File: src/rtl/rubik_pkg.sv
// rubik_pkg -- shared cube-move definitions.
//   Face and turn encodings, scrambler FSM states and the axis helper.
//   Shared by the scramble generator and the cube-state updater.
//   No ports (package).
package rubik_pkg;

    localparam int NUM_FACES = 6;

    // Marks "no previous face" in the scrambler's history register.
    localparam logic [2:0] FACE_NONE = 3'd7;

    typedef enum logic [2:0] {
        FACE_U = 3'd0,
        FACE_D = 3'd1,
        FACE_L = 3'd2,
        FACE_R = 3'd3,
        FACE_F = 3'd4,
        FACE_B = 3'd5
    } face_t;

    typedef enum logic [1:0] {
        TURN_CW   = 2'd0,
        TURN_CCW  = 2'd1,
        TURN_HALF = 2'd2
    } turn_t;

    typedef enum logic [1:0] {
        ST_IDLE,
        ST_GEN,
        ST_HOLD,
        ST_DONE
    } scr_state_t;

    // Opposite faces share an axis: U/D=0, L/R=1, F/B=2.
    function automatic logic [1:0] axis_of(input logic [2:0] face);
        return face[2:1];
    endfunction

endpackage

File: src/rtl/lfsr_galois.sv
// lfsr_galois -- seedable right-shifting Galois LFSR.
//   clk      in   rising-edge clock
//   reset    in   asynchronous active-high reset, loads SEED
//   en       in   advance one step
//   load     in   load load_val (takes priority over en); zero maps to SEED
//   load_val in   W-bit seed
//   q        out  W-bit state, never zero
module lfsr_galois #(
    parameter int           W    = 32,
    parameter logic [W-1:0] TAPS = W'(32'h8020_0003),
    parameter logic [W-1:0] SEED = W'(32'hACE1_2468)
) (
    input  logic         clk,
    input  logic         reset,
    input  logic         en,
    input  logic         load,
    input  logic [W-1:0] load_val,
    output logic [W-1:0] q
);

    always_ff @(posedge clk or posedge reset) begin
        if (reset) begin
            q <= SEED;
        end else if (load) begin
            // A zero seed would lock the register, so fall back to SEED.
            q <= (load_val == '0) ? SEED : load_val;
        end else if (en) begin
            q <= {1'b0, q[W-1:1]} ^ (q[0] ? TAPS : '0);
        end
    end

endmodule

File: src/rtl/scramble_gen.sv
// scramble_gen -- emits a SEQ_LEN-move Rubik's-cube scramble on a valid/ready stream.
//   clk         in   rising-edge clock
//   reset       in   asynchronous active-high reset
//   start       in   pulse: begin a scramble (ignored while busy)
//   seed_load   in   load seed_in into the LFSR (IDLE only)
//   seed_in     in   LFSR_W-bit seed, 0 selects SEED
//   move_valid  out  move_face/move_turn hold a move
//   move_ready  in   consumer accepts on move_valid & move_ready
//   move_face   out  0=U 1=D 2=L 3=R 4=F 5=B
//   move_turn   out  0=CW 1=CCW 2=180
//   busy        out  scramble in progress
//   done        out  one-cycle pulse after the last move is accepted
// Build option: SCRAMBLE_AXIS_FILTER_EN also rejects a face that follows its
//   opposite face in descending order (D after U allowed, U after D rejected).
module scramble_gen
    import rubik_pkg::*;
#(
    parameter int                LFSR_W  = 32,
    parameter logic [LFSR_W-1:0] TAPS    = LFSR_W'(32'h8020_0003),
    parameter logic [LFSR_W-1:0] SEED    = LFSR_W'(32'hACE1_2468),
    parameter int                SEQ_LEN = 20,
    parameter int                CNT_W   = 8
) (
    input  logic              clk,
    input  logic              reset,
    input  logic              start,
    input  logic              seed_load,
    input  logic [LFSR_W-1:0] seed_in,
    output logic              move_valid,
    input  logic              move_ready,
    output logic [2:0]        move_face,
    output logic [1:0]        move_turn,
    output logic              busy,
    output logic              done
);

    scr_state_t        state, state_nx;
    logic [CNT_W-1:0]  count;
    logic [2:0]        prev_face;
    logic              prev_vld;
    logic [LFSR_W-1:0] lfsr_q;
    logic [2:0]        cand_face;
    logic [1:0]        cand_turn;
    logic              cand_ok;
    logic              lfsr_nz;

    lfsr_galois #(
        .W    (LFSR_W),
        .TAPS (TAPS),
        .SEED (SEED)
    ) u_lfsr (
        .clk      (clk),
        .reset    (reset),
        .en       (state == ST_GEN),
        .load     ((state == ST_IDLE) && seed_load),
        .load_val (seed_in),
        .q        (lfsr_q)
    );

    assign cand_face = lfsr_q[2:0];
    assign cand_turn = lfsr_q[4:3];
    // Always true for a healthy LFSR; refuses candidates from a stuck register.
    assign lfsr_nz   = |lfsr_q;

    // Rejection sampling: out-of-range codes and same-face repeats are
    // discarded so accepted moves stay uniform over the legal set.
    always_comb begin
        cand_ok = lfsr_nz
                && (cand_face < 3'(NUM_FACES))
                && (cand_turn <= 2'(TURN_HALF))
                && !(prev_vld && (cand_face == prev_face));
`ifdef SCRAMBLE_AXIS_FILTER_EN
        if (prev_vld && (axis_of(cand_face) == axis_of(prev_face))
                     && (cand_face < prev_face))
            cand_ok = 1'b0;
`endif
    end

    always_comb begin
        state_nx = state;
        case (state)
            ST_IDLE: if (start) state_nx = ST_GEN;
            ST_GEN:  if (cand_ok) state_nx = ST_HOLD;
            ST_HOLD: if (move_ready) state_nx = (count == CNT_W'(1)) ? ST_DONE : ST_GEN;
            ST_DONE: state_nx = ST_IDLE;
            default: state_nx = ST_IDLE;
        endcase
    end

    always_ff @(posedge clk or posedge reset) begin
        if (reset) begin
            state     <= ST_IDLE;
            count     <= '0;
            prev_face <= FACE_NONE;
            prev_vld  <= 1'b0;
            move_face <= '0;
            move_turn <= '0;
        end else begin
            state <= state_nx;
            case (state)
                ST_IDLE: if (start) begin
                    count    <= CNT_W'(SEQ_LEN);
                    prev_vld <= 1'b0;
                end
                ST_GEN: if (cand_ok) begin
                    move_face <= cand_face;
                    move_turn <= cand_turn;
                end
                ST_HOLD: if (move_ready) begin
                    prev_face <= move_face;
                    prev_vld  <= 1'b1;
                    count     <= count - CNT_W'(1);
                end
                default: ;
            endcase
        end
    end

    // Decoded straight from the state register so an async reset clears
    // them immediately.
    assign move_valid = (state == ST_HOLD);
    assign busy       = (state != ST_IDLE);
    assign done       = (state == ST_DONE);

endmodule
File: config.mk
export PLATFORM = sky130hd
export DESIGN_NAME = scramble_gen
export DESIGN_NICKNAME = d
export VERILOG_FILES = /design/src/rtl/rubik_pkg.sv /design/src/rtl/lfsr_galois.sv /design/src/rtl/scramble_gen.sv
export SDC_FILE = /design/constraint.sdc
export NUM_CORES = 1
export LEC_CHECK = 0
export ABC_AREA = 1
export CAP_MARGIN = 15
export CELL_PAD_IN_SITES_DETAIL_PLACEMENT = 1
export CELL_PAD_IN_SITES_GLOBAL_PLACEMENT = 1
export CORE_UTILIZATION = 39
export CTS_BUF_LIST = sky130_fd_sc_hd__clkbuf_16
export CTS_CLUSTER_SIZE = 14
export DETAILED_ROUTE_END_ITERATION = 8
export PLACE_DENSITY_LB_ADDON = 0.08
export SLEW_MARGIN = 20
export SYNTH_ARGS = -nofsm -noshare
export SYNTH_HDL_FRONTEND = slang
export SYNTH_HIERARCHICAL = 1
export SYNTH_SLANG_ARGS = --single-unit
export TNS_END_PERCENT = 30
File: constraint.sdc
create_clock -name clk -period 1.8 [get_ports clk]
set_input_delay 0.36 -clock clk [delete_from_list [all_inputs] [get_ports clk]]
set_output_delay 0.36 -clock clk [all_outputs]
set_load 0.01 [all_outputs]
# == Word-level counts from Yosys, hierarchy flattened ==
# Cells that the tools add are included.
# classes
add_sub_neg,1
order_cmp,2
eq_ne,8
mux,15
n_bitwise,1
n_reduce_logical,16
# ops
cell,count
2-to-1 mux 32 bit,4
zero test 32 bit,1
OR reduction 32 bit,1
XOR 31 x 32 -> 32 bit,1
2-to-1 mux 8 bit,2
case mux 8 bit (2 select lines),1
== test 8 x 1 -> 1 bit (second input constant),1
2-to-1 mux 2 bit,4
case mux 2 bit (4 select lines),1
subtractor 8 x 1 -> 8 bit (second input constant),1
AND reduction 3 bit,2
nonzero test 2 bit,3
logical AND 1 bit,5
== test 2 bit (second input constant),2
inequality test 2 bit (second input constant),2
AND reduction 2 bit,2
== test 3 bit,1
less-than comparator 3 bit (second input constant),1
== test 2 x 1 -> 1 bit (second input constant),1
less-or-equal comparator 2 bit (second input constant),1
zero test 2 bit,1
2-to-1 mux 1 bit,2
inequality test 2 x 1 -> 1 bit (second input constant),1
case mux 1 bit (2 select lines),1
zero test 1 bit,1
# word_totals
ff_bits,51
elab_cells,50

# == Logic depth before layout (Yosys ltp) ==
# Gate-level depths: netlist of run 1.
# depth
ltp_word,6
mapped_depth,10
mapped_depth_nobuf,10

# == Cells and area by module ==
# Netlist of run 1, hierarchy kept.
# modules_own_cells
module,n_inst,cells_each,area_per_inst_um2,seq_area_each_um2
lfsr_galois,1,246,1786.7,817.0
scramble_gen,1,167,1153.6,479.2

# == Worst setup path before layout of run 1 ==
# Ideal clock, no wire load.
# synth_timing
path_kind,reg-to-reg
startpoint,reg state[0]
endpoint,reg u_lfsr.q[12]
t_arrival_ns,1.371
required_ns,1.713
path_slack_ns,0.342
path_stages_with_launch,9
cell_sequence,dfrtp_1 inv_2 nand2_1 nor2_1 buf_2 nor2_2 buf_4 buf_6 a22oi_1
# synth_between
elab_chain_cells,3
# synth_rtl
item,line_no,rtl
from (decl),scramble_gen.sv:37,"scr_state_t state, state_nx;"
from (signal assigned),scramble_gen.sv:99,state <= state_nx;
zero test 2 bit,scramble_gen.sv:55,".load ((state == ST_IDLE) && seed_load),"
logical AND 1 bit,scramble_gen.sv:55,
2-to-1 mux 32 bit or nonzero test 2 bit (tied branches),--,
to (signal assigned),lfsr_galois.sv:26,q <= (load_val == '0) ? SEED : load_val;
to (signal assigned),lfsr_galois.sv:28,"q <= {1'b0, q[W-1:1]} ^ (q[0] ? TAPS : '0);"
to (decl),lfsr_galois.sv:18,output logic [W-1:0] q
# Parallel ways exist; a longest one is shown, timed or not.
# A chain may end at the register's enable or synchronous reset.

# == Worst setup path after layout of run 1 ==
# layout_timing
startpoint,reg state[1]
endpoint,out done
# layout_between
elab_chain_cells,1
# layout_rtl
item,line_no,rtl
== test 2 bit,scramble_gen.sv:123,assign done = (state == ST_DONE);
to (decl),scramble_gen.sv:34,output logic done
# Every way passes these cells.

==> impl_metrics.csv, run 1 <==
group,metric,value,unit
status,status,"complete, no violations",
placed_design,place_hpwl,6.00,mm
global_routing,track_usage,0.226,
synth,synthAdderAreaFrac,0.00851,
critical_path,crit_required,1.44,ns
detailed_routing,antenna_left,0,
detailed_routing,num_vias,2780,
timing,slew_viol_final,0,
placed_design,placed_cells,548,
detailed_routing,avgViaCountPerCell,5.00,
pwr,powerDensity,1670,mW/mm2
detailed_routing,firstDrtPassIters,4,
critical_path,path_class,"flop to primary output",
synth,synth_ff_type,"dfrtp_1",
clock_tree,htree_num_levels,2,
synth,synth_compound_area_frac,0.143,
global_routing,grt_pass1_vias,2774,
clock_tree,clk_pin_slew_worst_paths,0.07,ns
global_routing,grt_max_degree,34,
global_routing,overflow,0,
finish,nets,495,
finish,mostFrequentLayoutCell,"nand2_1",
timing,worstMarginPinSlew,0.437,ns
floorplan,core_area,0.00725,mm2
critical_path,crit_start,"state[1]",
synth,async_flop_share,1.00,
clock_tree,cts_sinks,51,
pwr,peakVddDrop,0.000586,V
critical_path,cp_max_fo,3,
synth,synthCells,413,
critical_path,critPathCaptureType,"primary output",
clock_tree,insertion_delay,0.29,ns
global_routing,antenna_found_initial,0,
clock_tree,postCtsSetupBuffers,0,
floorplan,io_pins,45,
finish,diodes,0,
placed_design,io_buffers,44,
detailed_routing,drt_iter0_markers,102,
synth,synthMuxAreaShare,0,
clock_tree,clockRootBuffer,"clkbuf_16",
synth,syn_nets,452,
timing,clock.fmax,588,MHz
floorplan,start_util,0.405,
placed_design,gp_congestion,0.805,
floorplan,fp.dieW,88.8,um
synth,netlist_area,0.00294,mm2
detailed_routing,route.detailed.drc,0,
timing,final.min_clock_period,1.70,ns
critical_path,start_kind,"flop",
min_path,hold_path.class,"input port to async pin",
clock_tree,numCtsBuffers,5,
timing,hold_slack,0.417,ns
finish,nFillCells,945,
synth,postSynthAreaPerCell,7.12,um2
timing,max_slew_margin,0.709,
synth,seq_area_frac_synth,0.441,
finish,fin_cells,556,
detailed_routing,wl_per_cell,14.5,um
synth,synth_edf_count,0,
pwr,p_leak,1.66,nW
finish,final_cell_mix,"nand2_1 (107), nor2_1 (74), clkdlybuf4s50_1 (42)",
global_routing,grt_pass1_wl,13.4,mm
finish,area_delta_synth_final,22.6,%
synth,ys_ff_latch,51,
finish,drive_gt1_frac,0.129,
floorplan,fp.dieArea,0.00789,mm2
floorplan,core.rowCount,31,
floorplan,die_y,88.8,um
timing,rsz0062_at_grt,"false",
flow_run,timing.max_cap.violations,0,
timing,setup_viol,0,
critical_path,worstPathArrival,1.34,ns
timing,finClkSkew,0.00513,ns
critical_path,r2r-start,"state[1]",
synth,synth-simple-area-share,0.300,
synth,synth_top_family_by_area,"simple AND/OR/NAND/NOR gates",
synth,yosysWarnings,6,
clock_tree,clockBufferDepth,2,
synth,synth_xor_area_frac,0.00596,
timing,finalHoldViolations,0,
timing,fin_crit_sh,0.945,
clock_tree,cts_tree,"built",
synth,synth_cell_types,31,
detailed_routing,wirelength,8.08,mm
-- cells in the mapped netlist, drive strengths merged (2+ instances only) --
master	instances	share of area
a21oi	21	0.036
clkinv	2	0.0026
o22ai	3	0.0064
a22oi	5	0.013
ha	2	0.0085
nand4	4	0.0085
dfrtp	35	0.30
and2	2	0.0043
nor2	82	0.11
dfstp	16	0.14
inv	49	0.063
nand2	111	0.15
a31oi	2	0.0043
buf	14	0.036
nand3	11	0.022
o21ai	49	0.083
-- critical path: stages (launching register included) --
cell             delay, ns
dfrtp_1               0.41
nand2_1               0.07
inv_1                 0.05
clkdlybuf4s50_1       0.52
-- logic make-up (layout without fill, tap and decap cells) --
family | Yosys count | after routing
AOI/OAI and AO/OA | 80 | 80
xor gates and xnor gates | 2 | 2
adders and majority gates | 2 | 2
buffers and inverters | 66 | 110
DFF | 51 | 51
and+or+nand+nor | 212 | 212
-- area by class of cell --
cell class                      instances  area, um2  share of cell area
Inverter                               51        194              0.0538
Timing Repair Buffer                   51        503               0.140
Sequential cell                        51       1300               0.360
Clock buffer                            5        125              0.0347
Multi-Input combinational cell        296       1350               0.373
Clock inverter                          3       15.0             0.00417
Tap cell                               99        124              0.0344
-- routing by layer --
metal,global-route usage,share of wire,up-vias
li1,-,-,1383
met1,0.288,0.46,1348
met2,0.397,0.50,40
met3,0.0345,0.024,9
met4,0.0660,0.016,0
met5,0,0,-
-- path summary, 6_finish.rpt --
| check | slack [ns] | cells past startpoint | endpoint |
|---|---|---|---|
| max reg2reg | 0.18 | 6 | u_lfsr/q[7] |
| max | 0.1 | 3 | done |
| min | 0.42 | 3 | move_face[1] |
| max in group asynchronous | 0.96 | 3 | u_lfsr/q[6] |
| min in group clk | 0.48 | 2 | u_lfsr/q[27] |
| min reg2reg | 0.48 | 2 | u_lfsr/q[27] |
-- repair_timing --
action / CTS / global route
setup endpoints to repair: 2 / 2
hold buffers: 0 / 0
resized for setup: 2 / 3
-- through the flow --
stage          utilization  worst slack [ns]  power, mW  cell area (um2)  TNS [ns]
2_1_floorplan            -             0.342       4.23             2940         0
3_3_place_gp         0.477           0.00186       5.00             3460         0
3_5_place_dp         0.477           -0.0267       5.11             3460    -0.107
4_1_cts              0.496            0.0394       6.08             3600         0
5_1_grt              0.497            0.0278       6.60             3600         0
6_report             0.497            0.0982       6.01             3600         0
-- flip-flops by register name, summed over array words and instances (netlist names) --
| name | flops |
|---|---|
| count | 8 |
| u_lfsr/q | 32 |
| move_face | 3 |
| prev_vld | 1 |
| state | 2 |
| move_turn | 2 |
| prev_face | 3 |
-- power breakdown --
group,internal (mW),switching (mW),total (mW)
combinational,1.08,1.73,2.81
sequential,1.84,0.446,2.28
clock,0.506,0.417,0.923
(Power assumes the default switching activity.)
==> run 2, diff against run 1 <==
--- a/config.mk
+++ b/config.mk
@@ -7,7 +7,7 @@
 export LEC_CHECK = 0
 export ABC_AREA = 1
 export CAP_MARGIN = 15
-export CELL_PAD_IN_SITES_DETAIL_PLACEMENT = 1
+export CELL_PAD_IN_SITES_DETAIL_PLACEMENT = 0
 export CELL_PAD_IN_SITES_GLOBAL_PLACEMENT = 1
 export CORE_UTILIZATION = 39
 export CTS_BUF_LIST = sky130_fd_sc_hd__clkbuf_16
==> run 2 against run 1 <==
  * Sequential power about the same
  * Largest cell class unchanged
  * Clock skew down 0.00057 ns
  * Critical endpoint unchanged
  * Die area stayed put
  * Cell count is 0.36% higher
  * Non-clock buffer count rose by 2
  * Critical path depth stayed put
==> impl_metrics.csv, run 2 (synthesized netlist as in run 1, its figures left out) <==
group,metric,value,unit
clock_tree,insertion_delay,0.29,ns
floorplan,core.rowCount,31,
min_path,hold_path.class,"input port to async pin",
timing,finalHoldViolations,0,
placed_design,place_hpwl,5.37,mm
clock_tree,clockBufferDepth,2,
placed_design,placed_cells,548,
floorplan,die_y,88.8,um
timing,worstMarginPinSlew,0.525,ns
pwr,p_seq_frac,0.360,
finish,biggestRegsByFlops,"u_lfsr/q (32), count (8)",
critical_path,path_class,"flop to primary output",
detailed_routing,route.detailed.drc,0,
pwr,peakVddDrop,0.000651,V
global_routing,grt_pass1_wl,12.3,mm
clock_tree,numCtsBuffers,5,
global_routing,antenna_found_initial,0,
floorplan,io_pins,45,
pwr,clock_power_share,0.193,
global_routing,overflow,0,
finish,area_delta_synth_final,24.8,%
floorplan,fp.dieW,88.8,um
critical_path,crit_required,1.44,ns
placed_design,io_buffers,44,
global_routing,track_usage,0.208,
detailed_routing,drt_iter0_markers,111,
finish,regMostFlops,"u_lfsr/q",
flow_run,timing.max_cap.violations,0,
pwr,combPwrFrac,0.447,
finish,mostFrequentLayoutCell,"nand2_1",
timing,setup_viol,0,
pwr,p_int,3.74,mW
detailed_routing,wirelength,7.44,mm
detailed_routing,firstDrtPassIters,4,
finish,fin_cells,558,
global_routing,grt_max_degree,34,
floorplan,fp.dieArea,0.00789,mm2
detailed_routing,antenna_left,0,
critical_path,worstPathArrival,1.30,ns
critical_path,cp_cell_sequence,"nand2_1 -> inv_1 -> clkdlybuf4s50_1",
pwr,p_leak,1.71,nW
finish,largest_reg_flops,32,
critical_path,critPathCaptureType,"primary output",
timing,fin_crit_sh,0.923,
timing,slew_viol_final,0,
finish,drive_gt1_frac,0.135,
finish,final_cell_mix,"nand2_1 (107), nor2_1 (74), clkdlybuf4s50_1 (42)",
critical_path,cp_max_fo,4,
global_routing,grt_pass1_vias,2552,
pwr,powerDensity,1700,mW/mm2
detailed_routing,avgViaCountPerCell,4.80,
critical_path,critPathSlowestCell,"clkdlybuf4s50_1",
clock_tree,cts_tree,"built",
timing,clock.fmax,602,MHz
timing,final.min_clock_period,1.66,ns
floorplan,core_area,0.00725,mm2
clock_tree,clockRootBuffer,"clkbuf_16",
pwr,p_sw,2.52,mW
floorplan,start_util,0.405,
timing,hold_slack,0.421,ns
critical_path,cpPeakStageDelay,0.52,ns
timing,rsz0062_at_grt,"false",
placed_design,gp_congestion,0.805,
status,status,"complete, no violations",
timing,max_slew_margin,0.649,
finish,diodes,0,
critical_path,start_kind,"flop",
clock_tree,clk_pin_slew_worst_paths,0.07,ns
timing,finalSetupTns,0,ns
detailed_routing,wl_per_cell,13.3,um
pwr,power.share.switching,0.403,
timing,finClkSkew,0.00456,ns
clock_tree,cts_sinks,51,
detailed_routing,num_vias,2681,
clock_tree,htree_num_levels,2,
finish,nets,497,
[run 2: cell types whose count changed in the layout (fill, tap and decap cells not counted)]
cell and delta:
buf_4 +2, bufinv_16 +2, clkinv_1 -2, clkinvlp_4 -1, dlygate4sd2_1 -1, dlymetal6s2s_1 +1
inv_1 +1, inv_2 +1, inv_4 -1
[run 2: final cells by class]
class	instances	area [um2]
Tap cell	99	124
Multi-Input combinational cell	296	1350
Inverter	51	191
Clock inverter	3	63.8
Sequential cell	51	1300
Clock buffer	5	125
Timing Repair Buffer	53	522
Fill cell	773	3580
[run 2: repair_timing]
| item | in CTS | in global routing |
|---|---|---|
| pin swaps | 1 | 0 |
| cloned | 0 | 0 |
| hold buffers | 0 | 0 |
| resized for setup | 2 | 1 |
| setup endpoints to repair | 2 | 1 |
| buffers inserted | 0 | 2 |
[run 2: per-stage QoR]
stage          power (mW)  worst slack [ns]  cell area, um2  utilization
2_1_floorplan        4.23             0.342            2940            -
5_1_grt              6.84            0.0753            3670        0.506
3_3_place_gp         5.00           0.00186            3460        0.477
3_5_place_dp         5.05            0.0146            3460        0.477
4_1_cts              6.28           0.00317            3650        0.503
6_report             6.25             0.139            3670        0.506
[run 2: power groups by stage]
stage	clock network (mW)	logic [mW]	registers [mW]
CTS	1.23	2.78	2.26
floorplan	0	2.04	2.19
global route	1.28	3.22	2.34
global placement	0	2.73	2.27
finish	1.21	2.79	2.25
detailed placement	0	2.77	2.28
[run 2: worst max-delay path, delay by kind of cell, from the launching register on]
kind | cells | cell delay (ns)
buf+inv | 2 | 0.57
flops | 1 | 0.40
simple gates | 1 | 0.06
[run 2: metal layers]
metal / routed length, um / GRT usage / vias up
li1: - / - / 1385
met5: 0 / 0 / -
met3: 285 / 0.0308 / 4
met2: 3660 / 0.365 / 51
met1: 3440 / 0.268 / 1241
met4: 55 / 0.0513 / 0
[run 2: final timing paths]
check                              from  slack, ns            to  cells after the start
min in group clk           u_lfsr/q[10]       0.48  u_lfsr/q[10]                      2
hold reg to reg            u_lfsr/q[10]       0.48  u_lfsr/q[10]                      2
max in group asynchronous         reset       0.96  u_lfsr/q[21]                      3
hold / removal                    reset       0.42  move_face[1]                      3
setup / recovery               state[0]       0.14          done                      3
setup reg to reg               state[0]       0.28  u_lfsr/q[21]                      8
